$ cat config.mk
export PLATFORM = sky130hd
export DESIGN_NAME = out_port_ctrl_regs_flat
export DESIGN_NICKNAME = d
export VERILOG_FILES = /design/src/rtl/out_port_ctrl_if.sv /design/src/rtl/out_port_ctrl_regs.sv /design/src/flat_wrapper.sv
export SDC_FILE = /design/constraint.sdc
export NUM_CORES = 1
export LEC_CHECK = 0
export ABC_CLOCK_PERIOD_IN_PS = 2970
export BUFFER_PORTS_ARGS = -buffer_cell sky130_fd_sc_hd__buf_2
export CORE_ASPECT_RATIO = 1.2
export CORE_MARGIN = 3
export CORE_UTILIZATION = 55
export CTS_CLUSTER_SIZE = 25
export DETAILED_ROUTE_END_ITERATION = 8
export PLACE_DENSITY = 0.83
export RECOVER_POWER = 25
export SETUP_SLACK_MARGIN = 0.1
export SLEW_MARGIN = 0
export SYNTH_ARGS = -nofsm -noshare
export SYNTH_HDL_FRONTEND = slang
export SYNTH_SLANG_ARGS = --single-unit
$ cat constraint.sdc
create_clock -name clk -period 2.97 [get_ports clk]
set_input_delay 0.1485 -clock clk [delete_from_list [all_inputs] [get_ports clk]]
set_output_delay 0.1485 -clock clk [all_outputs]
set_load 0.1 [all_outputs]
$ cat src/rtl/out_port_ctrl_if.sv
// Write-bus / downstream-handshake bundle for out_port_ctrl_regs.
// Optional readback signals appear only when OUT_REGS_READBACK_EN is defined.
interface out_port_ctrl_if #(
  parameter int DATA_W   = 8,
  parameter int ID_W     = 8,
  parameter int NUM_REGS = 2
);
  logic                         write_strobe;
  logic [ID_W-1:0]              port_id;
  logic [DATA_W-1:0]            out_port;
  logic [NUM_REGS*DATA_W-1:0]   reg_bus;
  logic                         listo;
  logic                         req_wr;
  logic                         req_rd;
  logic                         ack;
  logic                         busy;
  logic                         done;
  logic                         err;
`ifdef OUT_REGS_READBACK_EN
  logic                         read_strobe;
  logic [DATA_W-1:0]            in_port;

  modport master (
    output write_strobe, port_id, out_port, ack, read_strobe,
    input  reg_bus, listo, req_wr, req_rd, busy, done, err, in_port
  );
  modport slave (
    input  write_strobe, port_id, out_port, ack, read_strobe,
    output reg_bus, listo, req_wr, req_rd, busy, done, err, in_port
  );
`else
  modport master (
    output write_strobe, port_id, out_port, ack,
    input  reg_bus, listo, req_wr, req_rd, busy, done, err
  );
  modport slave (
    input  write_strobe, port_id, out_port, ack,
    output reg_bus, listo, req_wr, req_rd, busy, done, err
  );
`endif
endinterface

$ cat src/rtl/out_port_ctrl_regs.sv
// PicoBlaze output-port register file with a command register driving a req/ack FSM with timeout.
// Optional readback port (read_strobe/in_port) is built when OUT_REGS_READBACK_EN is defined.
module out_port_ctrl_regs #(
  parameter int              DATA_W   = 8,
  parameter int              ID_W     = 8,
  parameter int              NUM_REGS = 2,
  parameter logic [ID_W-1:0] BASE_ID  = ID_W'(4),
  parameter logic [ID_W-1:0] CTRL_ID  = ID_W'(1),
  parameter int              TIMEOUT  = 255
) (
  input  logic            clk,
  input  logic            rst,
  out_port_ctrl_if.slave  bus
);

  localparam int CNT_W = $clog2(TIMEOUT + 1);

  typedef enum logic [1:0] {IDLE, REQ, DONE} state_t;

  state_t                     state_q;
  logic [CNT_W-1:0]           cnt_q;
  logic [NUM_REGS*DATA_W-1:0] reg_q;
  logic                       listo_q, req_wr_q, req_rd_q, busy_q, done_q, err_q;

  logic [ID_W-1:0]  idx;
  logic             data_hit, ctrl_hit, cmd_wr, cmd_rd;
  logic             start_ok, err_set, err_clr, timeout_hit;
  logic [CNT_W-1:0] cnt_inc;

  // Address decode and command qualification
  assign idx         = bus.port_id - BASE_ID;
  assign data_hit    = bus.write_strobe && (bus.port_id >= BASE_ID) && (idx < ID_W'(NUM_REGS));
  assign ctrl_hit    = bus.write_strobe && (bus.port_id == CTRL_ID);
  assign cmd_wr      = bus.out_port[1];
  assign cmd_rd      = bus.out_port[2];
  assign start_ok    = ctrl_hit && (cmd_wr ^ cmd_rd) && (state_q == IDLE);
  assign cnt_inc     = cnt_q + 1'b1;
  assign timeout_hit = (state_q == REQ) && !bus.ack && (cnt_inc == CNT_W'(TIMEOUT));
  assign err_clr     = ctrl_hit && bus.out_port[7];
  // A fault in the same write as a clear request leaves err set.
  assign err_set     = (data_hit && busy_q)
                     || (ctrl_hit && cmd_wr && cmd_rd)
                     || (ctrl_hit && (cmd_wr || cmd_rd) && busy_q)
                     || timeout_hit;

  // Data registers: frozen while a transaction is in flight
  always_ff @(posedge clk) begin
    if (rst) begin
      reg_q <= '0;
    end else if (data_hit && !busy_q) begin
      for (int k = 0; k < NUM_REGS; k++) begin
        if (idx == ID_W'(k)) reg_q[k*DATA_W +: DATA_W] <= bus.out_port;
      end
    end
  end

  // Control register and transaction FSM
  always_ff @(posedge clk) begin
    if (rst) begin
      state_q  <= IDLE;
      cnt_q    <= '0;
      listo_q  <= 1'b0;
      req_wr_q <= 1'b0;
      req_rd_q <= 1'b0;
      busy_q   <= 1'b0;
      done_q   <= 1'b0;
      err_q    <= 1'b0;
    end else begin
      if (ctrl_hit) listo_q <= bus.out_port[0];
      err_q <= (err_q && !err_clr) || err_set;
      case (state_q)
        IDLE: begin
          if (start_ok) begin
            state_q  <= REQ;
            req_wr_q <= cmd_wr;
            req_rd_q <= cmd_rd;
            busy_q   <= 1'b1;
            cnt_q    <= '0;
          end
        end
        REQ: begin
          cnt_q <= cnt_inc;
          if (bus.ack || timeout_hit) begin
            req_wr_q <= 1'b0;
            req_rd_q <= 1'b0;
            done_q   <= 1'b1;
            state_q  <= DONE;
          end
        end
        DONE: begin
          done_q  <= 1'b0;
          busy_q  <= 1'b0;
          state_q <= IDLE;
        end
        default: state_q <= IDLE;
      endcase
    end
  end

  assign bus.reg_bus = reg_q;
  assign bus.listo   = listo_q;
  assign bus.req_wr  = req_wr_q;
  assign bus.req_rd  = req_rd_q;
  assign bus.busy    = busy_q;
  assign bus.done    = done_q;
  assign bus.err     = err_q;

`ifdef OUT_REGS_READBACK_EN
  logic [DATA_W-1:0] rd_mux, in_port_q;

  always_comb begin
    rd_mux = '0;
    if (bus.port_id == CTRL_ID) begin
      rd_mux[7] = err_q;
      rd_mux[6] = busy_q;
      rd_mux[0] = listo_q;
    end else if ((bus.port_id >= BASE_ID) && (idx < ID_W'(NUM_REGS))) begin
      for (int k = 0; k < NUM_REGS; k++) begin
        if (idx == ID_W'(k)) rd_mux = reg_q[k*DATA_W +: DATA_W];
      end
    end
  end

  // Readback register: one-cycle latency, holds between reads
  always_ff @(posedge clk) begin
    if (rst)                  in_port_q <= '0;
    else if (bus.read_strobe) in_port_q <= rd_mux;
  end

  assign bus.in_port = in_port_q;
`endif

endmodule

$ cat src/flat_wrapper.sv
// flat-port wrapper written by rule: the top's interface ports become plain ports
module out_port_ctrl_regs_flat 
#(
  parameter int              DATA_W   = 8,
  parameter int              ID_W     = 8,
  parameter int              NUM_REGS = 2,
  parameter logic [ID_W-1:0] BASE_ID  = ID_W'(4),
  parameter logic [ID_W-1:0] CTRL_ID  = ID_W'(1),
  parameter int              TIMEOUT  = 255
)
  (clk, rst, bus_write_strobe, bus_port_id, bus_out_port, bus_ack, bus_reg_bus, bus_listo, bus_req_wr, bus_req_rd, bus_busy, bus_done, bus_err);
  out_port_ctrl_if #(.DATA_W(DATA_W), .ID_W(ID_W), .NUM_REGS(NUM_REGS)) bus_i ();
  input  logic clk;
  input  logic rst;
  input wire logic [$bits(bus_i.write_strobe)-1:0] bus_write_strobe;
  input wire logic [$bits(bus_i.port_id)-1:0] bus_port_id;
  input wire logic [$bits(bus_i.out_port)-1:0] bus_out_port;
  input wire logic [$bits(bus_i.ack)-1:0] bus_ack;
  output wire logic [$bits(bus_i.reg_bus)-1:0] bus_reg_bus;
  output wire logic [$bits(bus_i.listo)-1:0] bus_listo;
  output wire logic [$bits(bus_i.req_wr)-1:0] bus_req_wr;
  output wire logic [$bits(bus_i.req_rd)-1:0] bus_req_rd;
  output wire logic [$bits(bus_i.busy)-1:0] bus_busy;
  output wire logic [$bits(bus_i.done)-1:0] bus_done;
  output wire logic [$bits(bus_i.err)-1:0] bus_err;
  assign bus_i.write_strobe = bus_write_strobe;
  assign bus_i.port_id = bus_port_id;
  assign bus_i.out_port = bus_out_port;
  assign bus_i.ack = bus_ack;
  assign bus_reg_bus = bus_i.reg_bus;
  assign bus_listo = bus_i.listo;
  assign bus_req_wr = bus_i.req_wr;
  assign bus_req_rd = bus_i.req_rd;
  assign bus_busy = bus_i.busy;
  assign bus_done = bus_i.done;
  assign bus_err = bus_i.err;
  out_port_ctrl_regs #(.DATA_W(DATA_W), .ID_W(ID_W), .NUM_REGS(NUM_REGS), .BASE_ID(BASE_ID), .CTRL_ID(CTRL_ID), .TIMEOUT(TIMEOUT)) u_core (.clk(clk), .rst(rst), .bus(bus_i));
endmodule
# Word-level counts from Yosys, hierarchy flattened
# Cells that the tools add are included.
# word_totals
ff_bits	32
latch_bits	0
mem_bits_rw	0
rom_bits	0
inputBits	20
out_inout_bits	22
elab_cells	72
mem_count	0
# op_classes
n_addsub	2
multipliers	0
div_mod_pow	0
magnitude_cmp	2
eq_ne	7
shift	0
muxes	14
bitwise_logic	1
n_reduce_logical	36
# ops
cell	count
$eq A8 B1 Y1 const B	2
$pmux W8 S2	1
$logic_and A1 B1 Y1	15
$reduce_and A2 Y1	6
$add A8 B1 Y8 const B	1
$eq A8 B8 Y1 const B	1
$ge A8 B3 Y1 const B	1
$logic_not A8 Y1	1
$lt A8 B2 Y1 const B	1
$mux W8	1
$pmux W1 S2	4
$sub A8 B3 Y8 const B	1
$logic_or A1 B1 Y1	6
$reduce_bool A2 Y1	3
$mux W1	5
$mux W2	2
$pmux W2 S2	1
$logic_not A1 Y1	3
$reduce_and A3 Y1	1
$eq A2 B1 Y1 const B	1
$eq A2 B2 Y1 const B	1
$logic_not A2 Y1	1
$ne A2 B1 Y1 const B	1
$ne A2 B2 Y1 const B	1
$xor A1 B1 Y1	1

# Logic depth before layout (Yosys ltp)
# Gate-level depths: netlist (run 1).
# depth
ltp_word	8
ltp_mapped	7
depth_no_buf	7

# Worst setup path before layout (run 1)
# OpenSTA, ideal clock, no wires.
# synth_timing
path_kind	register -> register
from	register u_core.busy_q, in the netlist u_core.bus.busy
to	register u_core.reg_q[11], in the netlist u_core.bus.reg_bus[11]
setup_ns	0.128
arrival_ns	1.668
required_ns	2.842
path_slack_ns	1.175
stages_incl_launch_ff	5
n_path_buf	0
period_less_slack_ns	1.795
cell_sequence	dfxtp_1 > nor3b_1 > nand2_1 > mux2i_1 > nor2_1
# synth_between
elab_chain_cells	3
# synth_lines
element	line_no	text
start, declared	out_port_ctrl_regs.sv:23	logic listo_q, req_wr_q, req_rd_q, busy_q, done_q, err_q;
start signal, assigned	out_port_ctrl_regs.sv:65	busy_q <= 1'b0;
start signal, assigned	out_port_ctrl_regs.sv:77	busy_q <= 1'b1;
start signal, assigned	out_port_ctrl_regs.sv:92	busy_q <= 1'b0;
$logic_not A1 Y1	out_port_ctrl_regs.sv:50	end else if (data_hit && !busy_q) begin
$logic_and A1 B1 Y1	out_port_ctrl_regs.sv:50	
$reduce_and A2 Y1 (no source line)	--	
end signal, assigned by index	out_port_ctrl_regs.sv:52	if (idx == ID_W'(k)) reg_q[k*DATA_W +: DATA_W] <= bus.out_port;
end, declared	out_port_ctrl_regs.sv:22	logic [NUM_REGS*DATA_W-1:0] reg_q;
# Every way passes these cells.
# A chain may end at the register's enable or synchronous reset.

# Final worst setup path (run 1)
# layout_timing
from	register u_core.state_q[1]
to	register u_core.req_rd_q, in the netlist u_core.bus.req_rd
# layout_between
elab_chain_cells	6
elab_cells_between_ends	11
classes_between	eq/ne: 3; mux: 1; reduce/logical: 7
# layout_lines
element	line_no	text
start, declared	out_port_ctrl_regs.sv:20	state_t state_q;
start signal, assigned	out_port_ctrl_regs.sv:60	state_q <= IDLE;
start signal, assigned	out_port_ctrl_regs.sv:74	state_q <= REQ;
start signal, assigned	out_port_ctrl_regs.sv:87	state_q <= DONE;
$eq A2 B1 Y1	out_port_ctrl_regs.sv:38, out_port_ctrl_regs.sv:71	
$logic_and A1 B1 Y1 (2 in a row)	out_port_ctrl_regs.sv:38	assign timeout_hit = (state_q == REQ) && !bus.ack && (cnt_inc == CNT_W'(TIMEOUT));
$logic_or A1 B1 Y1	out_port_ctrl_regs.sv:83	if (bus.ack || timeout_hit) begin
$ne A2 B2 Y1 (no source line)	--	
$reduce_and A3 Y1 (no source line)	--	
end signal, assigned	out_port_ctrl_regs.sv:76	req_rd_q <= cmd_rd;
end, declared	out_port_ctrl_regs.sv:23	
# Parallel ways exist; a longest one is shown, timed or not.

==> reports/results.ini, run 1 <==
[sta]
min_period_over_period_pct = 67.68
fin_skew_ps = 6.722
grt_setup_unrepaired = no
max_freq_mhz = 497.5
slew_headroom_pct = 21.98
setup_viol = 0
hold_viol = 0
tightest_slew_ps = 1175
slew_viol_final = 0
setup_tns_ps = 0
layout_min_cycle_time_ps = 2010

[synth]
synth_edf_count = 0
yosysWarnings = 0
syn_inst = 172
syn_nets = 195
yosys_most_used_dff = dfxtp_1
async_reset_ff_share_pct = 0
ys_types = 42
syn_area_per_cell_um2 = 8.758
syn-cell-area_um2 = 1506
seq_area_frac_synth_pct = 42.52
ys_ff_latch = 32

[job]
cap_viol_max_count = 0

[cells_and_area]
fillers = 237
area_growth_pct = 16.20
drive_gt1_share_pct = 23.11
nets = 234
num_antenna_cells = 0

[placement]
gp_congestion = 0.8333
dpl.hpwl_mm = 2.568
io_buffer_count = 41

[global_routing]
overflow = 0
antenna_found_initial = 0
grt_usage_pct = 23.63
grt_pass1_wl_mm = 5.885
grt_max_degree = 33
grt_pass1_vias = 1365

[setup_path]
cp-start-kind = register
path_max_fanout = 11
required_ps = 3210
worstSetupPathType = register to register
crit_arrival_ps = 2250
cp-end-kind = register

[floorplan]
core-area_um2 = 2577
io_pins = 42
chipHeight_um = 63.33
die_w_um = 53.78
start_util_pct = 58.45
placement_rows = 20
die-area_um2 = 3406

[clock_tree]
cts_root_buffer = clkbuf_4
htree_num_levels = 2
cts_sinks = 32
post-cts-setup-buffers = 0
clk_pin_slew_ps = 110
cts_hold_buf = 0
cts_buffer_depth = 2
cts_buffers = 5
cts-resized-gates = 0
cts_tree = yes
insertion_delay_ps = 350

[detailed_routing]
vias = 1383
first_pass_iters = 4
drcViolationCount = 0
drtAntennaViolNets = 0
drt_iter0_markers = 40
wirelength_mm = 3.526
wire_per_inst_um = 14.39
vias_per_cell = 5.645

[power]
power_uw = 743.1
power.density_nw_per_um2 = 424.5
vdd_drop_max_v = 0.0003809
p_leak_uw = 0.0007211

[min_path]
holdCritPathClass = input pin to register

[outcome]
status = completed

## kinds of logic (layout without fill, tap and decap cells)
kind of cell | after synthesis | after routing | share of synthesized area, %
and+or+nand+nor | 75 | 75 | 25.42
adders and majority gates | 3 | 3 | 2.492
buffers and inverters | 17 | 57 | 5.896
muxes | 17 | 17 | 11.30
AOI/OAI and AO/OA | 28 | 28 | 12.38
DFF | 32 | 32 | 42.52
## metal layers
| metal | vias to the layer above | part of all wire (%) | global-route usage [%] |
|---|---|---|---|
| met5 | - | 0 | 0 |
| li1 | 681 | - | - |
| met3 | 15 | 7.5 | 6.619 |
| met2 | 55 | 50 | 37.58 |
| met4 | 0 | 4.6 | 15.97 |
| met1 | 632 | 38 | 26.11 |
## worst paths after layout
kind	start	end	slack, ps	cells after the start
setup / recovery	u_core.state_q[1]$_SDFFE_PP0P_	u_core.bus.req_rd$_SDFFE_PP0P_	960	6
hold / removal	bus_out_port[5]	u_core.bus.reg_bus[13]$_SDFFE_PP0P_	50	3
setup reg to reg	u_core.state_q[1]$_SDFFE_PP0P_	u_core.bus.req_rd$_SDFFE_PP0P_	960	6
hold reg to reg	u_core.bus.req_wr$_SDFFE_PP0P_	u_core.bus.req_wr$_SDFFE_PP0P_	480	2
## state kept, by name, summed over array words and instances (netlist names)
register,flops
u_core.bus.reg_bus,16
u_core.cnt_q,8
u_core.state_q,2
u_core.bus.busy,1
u_core.bus.done,1
u_core.bus.err,1
u_core.bus.listo,1
u_core.bus.req_rd,1
u_core.bus.req_wr,1
## area by class of cell
type                    count  area (µm²)  area share, %
flip-flops and latches     32       640.6          36.60
well taps                  33       41.29          2.359
multi-input cells         123       777.0          44.39
inverters                   7       26.28          1.501
clock buffers               6       51.30          2.931
repair buffers             42       198.9          11.37
clock inverters             2       15.01         0.8578
## report_power, final
group / internal [µW] / total [µW] / leakage, µW / switching (µW)
Clock: 115 / 277 / 0.0000305 / 162
Sequential: 429 / 429 / 0.000258 / 0.228
Combinational: 14.9 / 37.1 / 0.000433 / 22.3
## synthesized netlist by cell type, types with 5 or more instances
cell type | n | area (µm²)
nor2_1 | 33 | 123.9
dfxtp_1 | 32 | 640.6
mux2i_1 | 17 | 170.2
a21oi_1 | 10 | 50.05
nand2_1 | 10 | 37.54
inv_1 | 6 | 22.52
nand3_1 | 6 | 30.03
nor2b_1 | 5 | 31.28
## placed cells by master, fill, tap and decap left out, types with 2 or more instances in the layout
cell and n:
a311oi_1 2, a21oi_1 10, o21ai_1 3, clkbuf_4 5, nor3b_1 2, mux2i_1 17, dfxtp_1 32, nor3_1 3
clkinvlp_4 2, a31oi_1 2, buf_2 30, o22ai_1 2, o211ai_1 2, nand2_1 10, clkbuf_1 11, a21oi_2 2
inv_1 6, nor2_1 33, ha_1 3, nand3_1 6, nor2b_1 5, nand4_1 3
## per-stage QoR
stage / setup WS [ps] / util (%) / instances / area (µm²) / hold WS [ps]
after global routing: 821.4 / 67.91 / 245 / 1750 / 57.52
after CTS: 961.3 / 68.45 / 245 / 1764 / 41.33
after floorplan: 1175 / - / 172 / 1506 / 222.9
after global placement: 1056 / 65.87 / 237 / 1698 / 394.5
final: 959.9 / 67.91 / 245 / 1750 / 50.58
after detailed placement: 979.9 / 65.87 / 237 / 1698 / 411.5
## critical path, stage by stage (launching register included)
cell	delay, ps
dfxtp_1	360
nand2b_1	340
or4_4	600
a32oi_2	240
a21oi_2	110
a21oi_2	170
o22ai_1	90
No activity file was read; power rests on OpenSTA's default activity.
==> inputs of run 2 (changes only) <==
- ABC_CLOCK_PERIOD_IN_PS: 2970 -> 2100
- CORE_UTILIZATION: 55 -> 51
- PLACE_DENSITY: 0.83 -> 0.78
- clock period: 2.97 -> 2.1 ns (I/O delays scaled with it)
==> run 2 against run 1 <==
  * Global-route usage down 2.8 points
  * Sequential power up 41%
  * Count of clock-buffer cells in the layout down 1
  * Largest cell class unchanged
  * Critical endpoint unchanged
  * Die area up 7.0%
  * Wire length down 1.2%
  * Register-to-register slack worse by 700 ps
  * Setup slack worse by 700 ps
  * Combinational power up 43%
==> reports/results.ini, run 2 (synthesis gave the netlist of run 1 again) <==
[clock_tree]
cts_buffers = 5  ; unchanged
cts_hold_buf = 0  ; unchanged
insertion_delay_ps = 340  ; about the same
cts_root_buffer = clkbuf_4
cts_tree = yes
cts_sinks = 32  ; unchanged
htree_num_levels = 2  ; unchanged
clk_pin_slew_ps = 100  ; about the same
cts_buffer_depth = 2  ; unchanged

[job]
cap_viol_max_count = 0  ; unchanged

[setup_path]
required_ps = 2320  ; -890 ps
crit_family = simple AND/OR/NAND/NOR gates
path_depth = 6  ; unchanged
cp_common_cell = a21oi_2
worstSetupPathType = register to register
r2r_slack_ps = 260  ; -700 ps
r2r-end = u_core.bus.req_rd$_SDFFE_PP0P_
critPathSlowestCell = or4_4
crit_chain = nand3_2, or4_4, a32oi_2, a21oi_2, a21oi_2, o22ai_1
rr_worst_depth = 6  ; unchanged
cp-end-kind = register
critical_path.endpoint = u_core.bus.req_rd$_SDFFE_PP0P_
critPathLaunch = u_core.cnt_q[2]$_SDFFE_PP0P_
worst-path-buf-inv = 0  ; unchanged
path_max_fanout = 8  ; -3
critPathMaxStageDelay_ps = 510  ; -90 ps
rr_startpoint = u_core.cnt_q[2]$_SDFFE_PP0P_
cp-start-kind = register
crit_arrival_ps = 2060  ; -190 ps

[floorplan]
chipHeight_um = 65.54  ; +3.5%
die-area_um2 = 3645  ; +7.0%
placement_rows = 20  ; unchanged
start_util_pct = 56.26  ; -2.2 points
core-area_um2 = 2678  ; +3.9%
io_pins = 42  ; unchanged
die_w_um = 55.62  ; +3.4%

[detailed_routing]
drtAntennaViolNets = 0  ; unchanged
vias_per_cell = 5.660  ; +0.27%
vias = 1398  ; +1.1%
first_pass_iters = 4  ; unchanged
wirelength_mm = 3.485  ; -1.2%
drcViolationCount = 0  ; unchanged
wire_per_inst_um = 14.11  ; -2.0%
drt_iter0_markers = 49  ; +23%

[global_routing]
grt_usage_pct = 20.79  ; -2.8 points
grt_pass1_wl_mm = 6.003  ; +2.0%
grt_pass1_vias = 1358  ; -0.51%
overflow = 0  ; unchanged
grt_max_degree = 33  ; unchanged
antenna_found_initial = 0  ; unchanged

[power]
power.density_nw_per_um2 = 631.5  ; +49%
p_leak_uw = 0.0007398  ; +2.6%
vdd_drop_max_v = 0.0005871  ; +54%

[cells_and_area]
layout_commonest_cell = nor2_1
nets = 236  ; +0.85%
largest_register_ff_count = 16  ; unchanged
fillers = 228  ; -3.8%
design_area_um2 = 1785  ; +2.0%
area_growth_pct = 18.52
multi_input_area_um2 = 779.5  ; +0.32%
drive_gt1_share_pct = 25.70  ; +2.6 points
num_antenna_cells = 0  ; unchanged
regArea_um2 = 644.4  ; +0.59%
mostFrequentLayoutCells = 33 x nor2_1, 30 x buf_2, 29 x dfxtp_1

[sta]
grt_setup_unrepaired = no
min_period_over_period_pct = 87.56  ; +20 points
layout_min_cycle_time_ps = 1839  ; -171.2 ps
hold_viol = 0  ; unchanged
tightest_slew_ps = 1178  ; +2.145 ps
slew_headroom_pct = 21.84  ; -0.14 points
fin_skew_ps = 8.640  ; +1.918 ps
setup_viol = 0  ; unchanged
max_freq_mhz = 543.8  ; +9.3%
hold_ws_ps = 22.72  ; -27.86 ps
slew_viol_final = 0  ; unchanged
setup_tns_ps = 0  ; unchanged

[placement]
dpl.hpwl_mm = 2.522  ; -1.8%
gp_congestion = 0.8534  ; +2.4%
post_dp_cell_area_um2 = 1713  ; +0.88%
io_buffer_count = 41  ; unchanged

[min_path]
holdCritPathClass = input pin to register

[outcome]
status = completed

[run 2: metal layers]
metal | global-route usage (%) | up-vias | share of wire [%]
met5 | 0 | - | 0
met4 | 7.903 | 0 | 1.7
li1 | - | 684 | -
met1 | 22.95 | 645 | 40
met3 | 7.269 | 12 | 7.2
met2 | 36.54 | 57 | 51
[run 2: final cells by class]
type | instances | share of cell area (%)
flip-flops and latches | 32 | 36.09
inverters | 7 | 1.472
multi-input cells | 123 | 43.66
repair buffers | 44 | 11.98
clock inverters | 3 | 2.383
well taps | 33 | 2.313
clock buffers | 5 | 2.102
[run 2: worst reg2reg max path: stages, from the launching register on]
cell and delay [ps]:
dfxtp_1 480, nand3_2 150, or4_4 510, a32oi_2 220
a21oi_2 110, a21oi_2 160, o22ai_1 100
[run 2: worst min-delay path by stage]
stage               startpoint  slack, ps                             endpoint  cells after the start
2_1_floorplan              rst        180       u_core.state_q[1]$_SDFFE_PP0P_                      1
3_3_place_gp   bus_out_port[4]        350  u_core.bus.reg_bus[12]$_SDFFE_PP0P_                      3
3_5_place_dp   bus_out_port[4]        370  u_core.bus.reg_bus[12]$_SDFFE_PP0P_                      3
4_1_cts        bus_out_port[4]         10  u_core.bus.reg_bus[12]$_SDFFE_PP0P_                      3
5_1_grt        bus_out_port[6]         20  u_core.bus.reg_bus[14]$_SDFFE_PP0P_                      3
6_report       bus_out_port[4]         20  u_core.bus.reg_bus[12]$_SDFFE_PP0P_                      3
[run 2: report_power, final]
| group | switching, µW | leakage (µW) | total [µW] | internal, µW |
|---|---|---|---|---|
| combinational | 31.9 | 0.000439 | 53.1 | 21.1 |
| sequential | 0.315 | 0.000259 | 607 | 607 |
| clock | 219 | 0.0000412 | 467 | 248 |
| total | 251 | 0.000740 | 1130 | 876 |
[run 2: what timing repair did]
item                                    in CTS  in global routing
resized for setup                            0                  4
setup buffers                                0                  0
endpoints found under the setup margin       0                  2
[run 2: metrics by stage]
| stage | setup WS, ps | cells | utilization (%) | power [µW] |
|---|---|---|---|---|
| finish | 261.1 | 247 | 66.68 | 1128 |
| global route | 139.0 | 247 | 66.68 | 1179 |
| CTS | 170.6 | 247 | 66.96 | 1138 |
| detailed placement | 195.1 | 239 | 63.97 | 673.2 |
| global placement | 316.1 | 239 | 63.97 | 671.2 |
| floorplan | 304.7 | 172 | - | 646.0 |
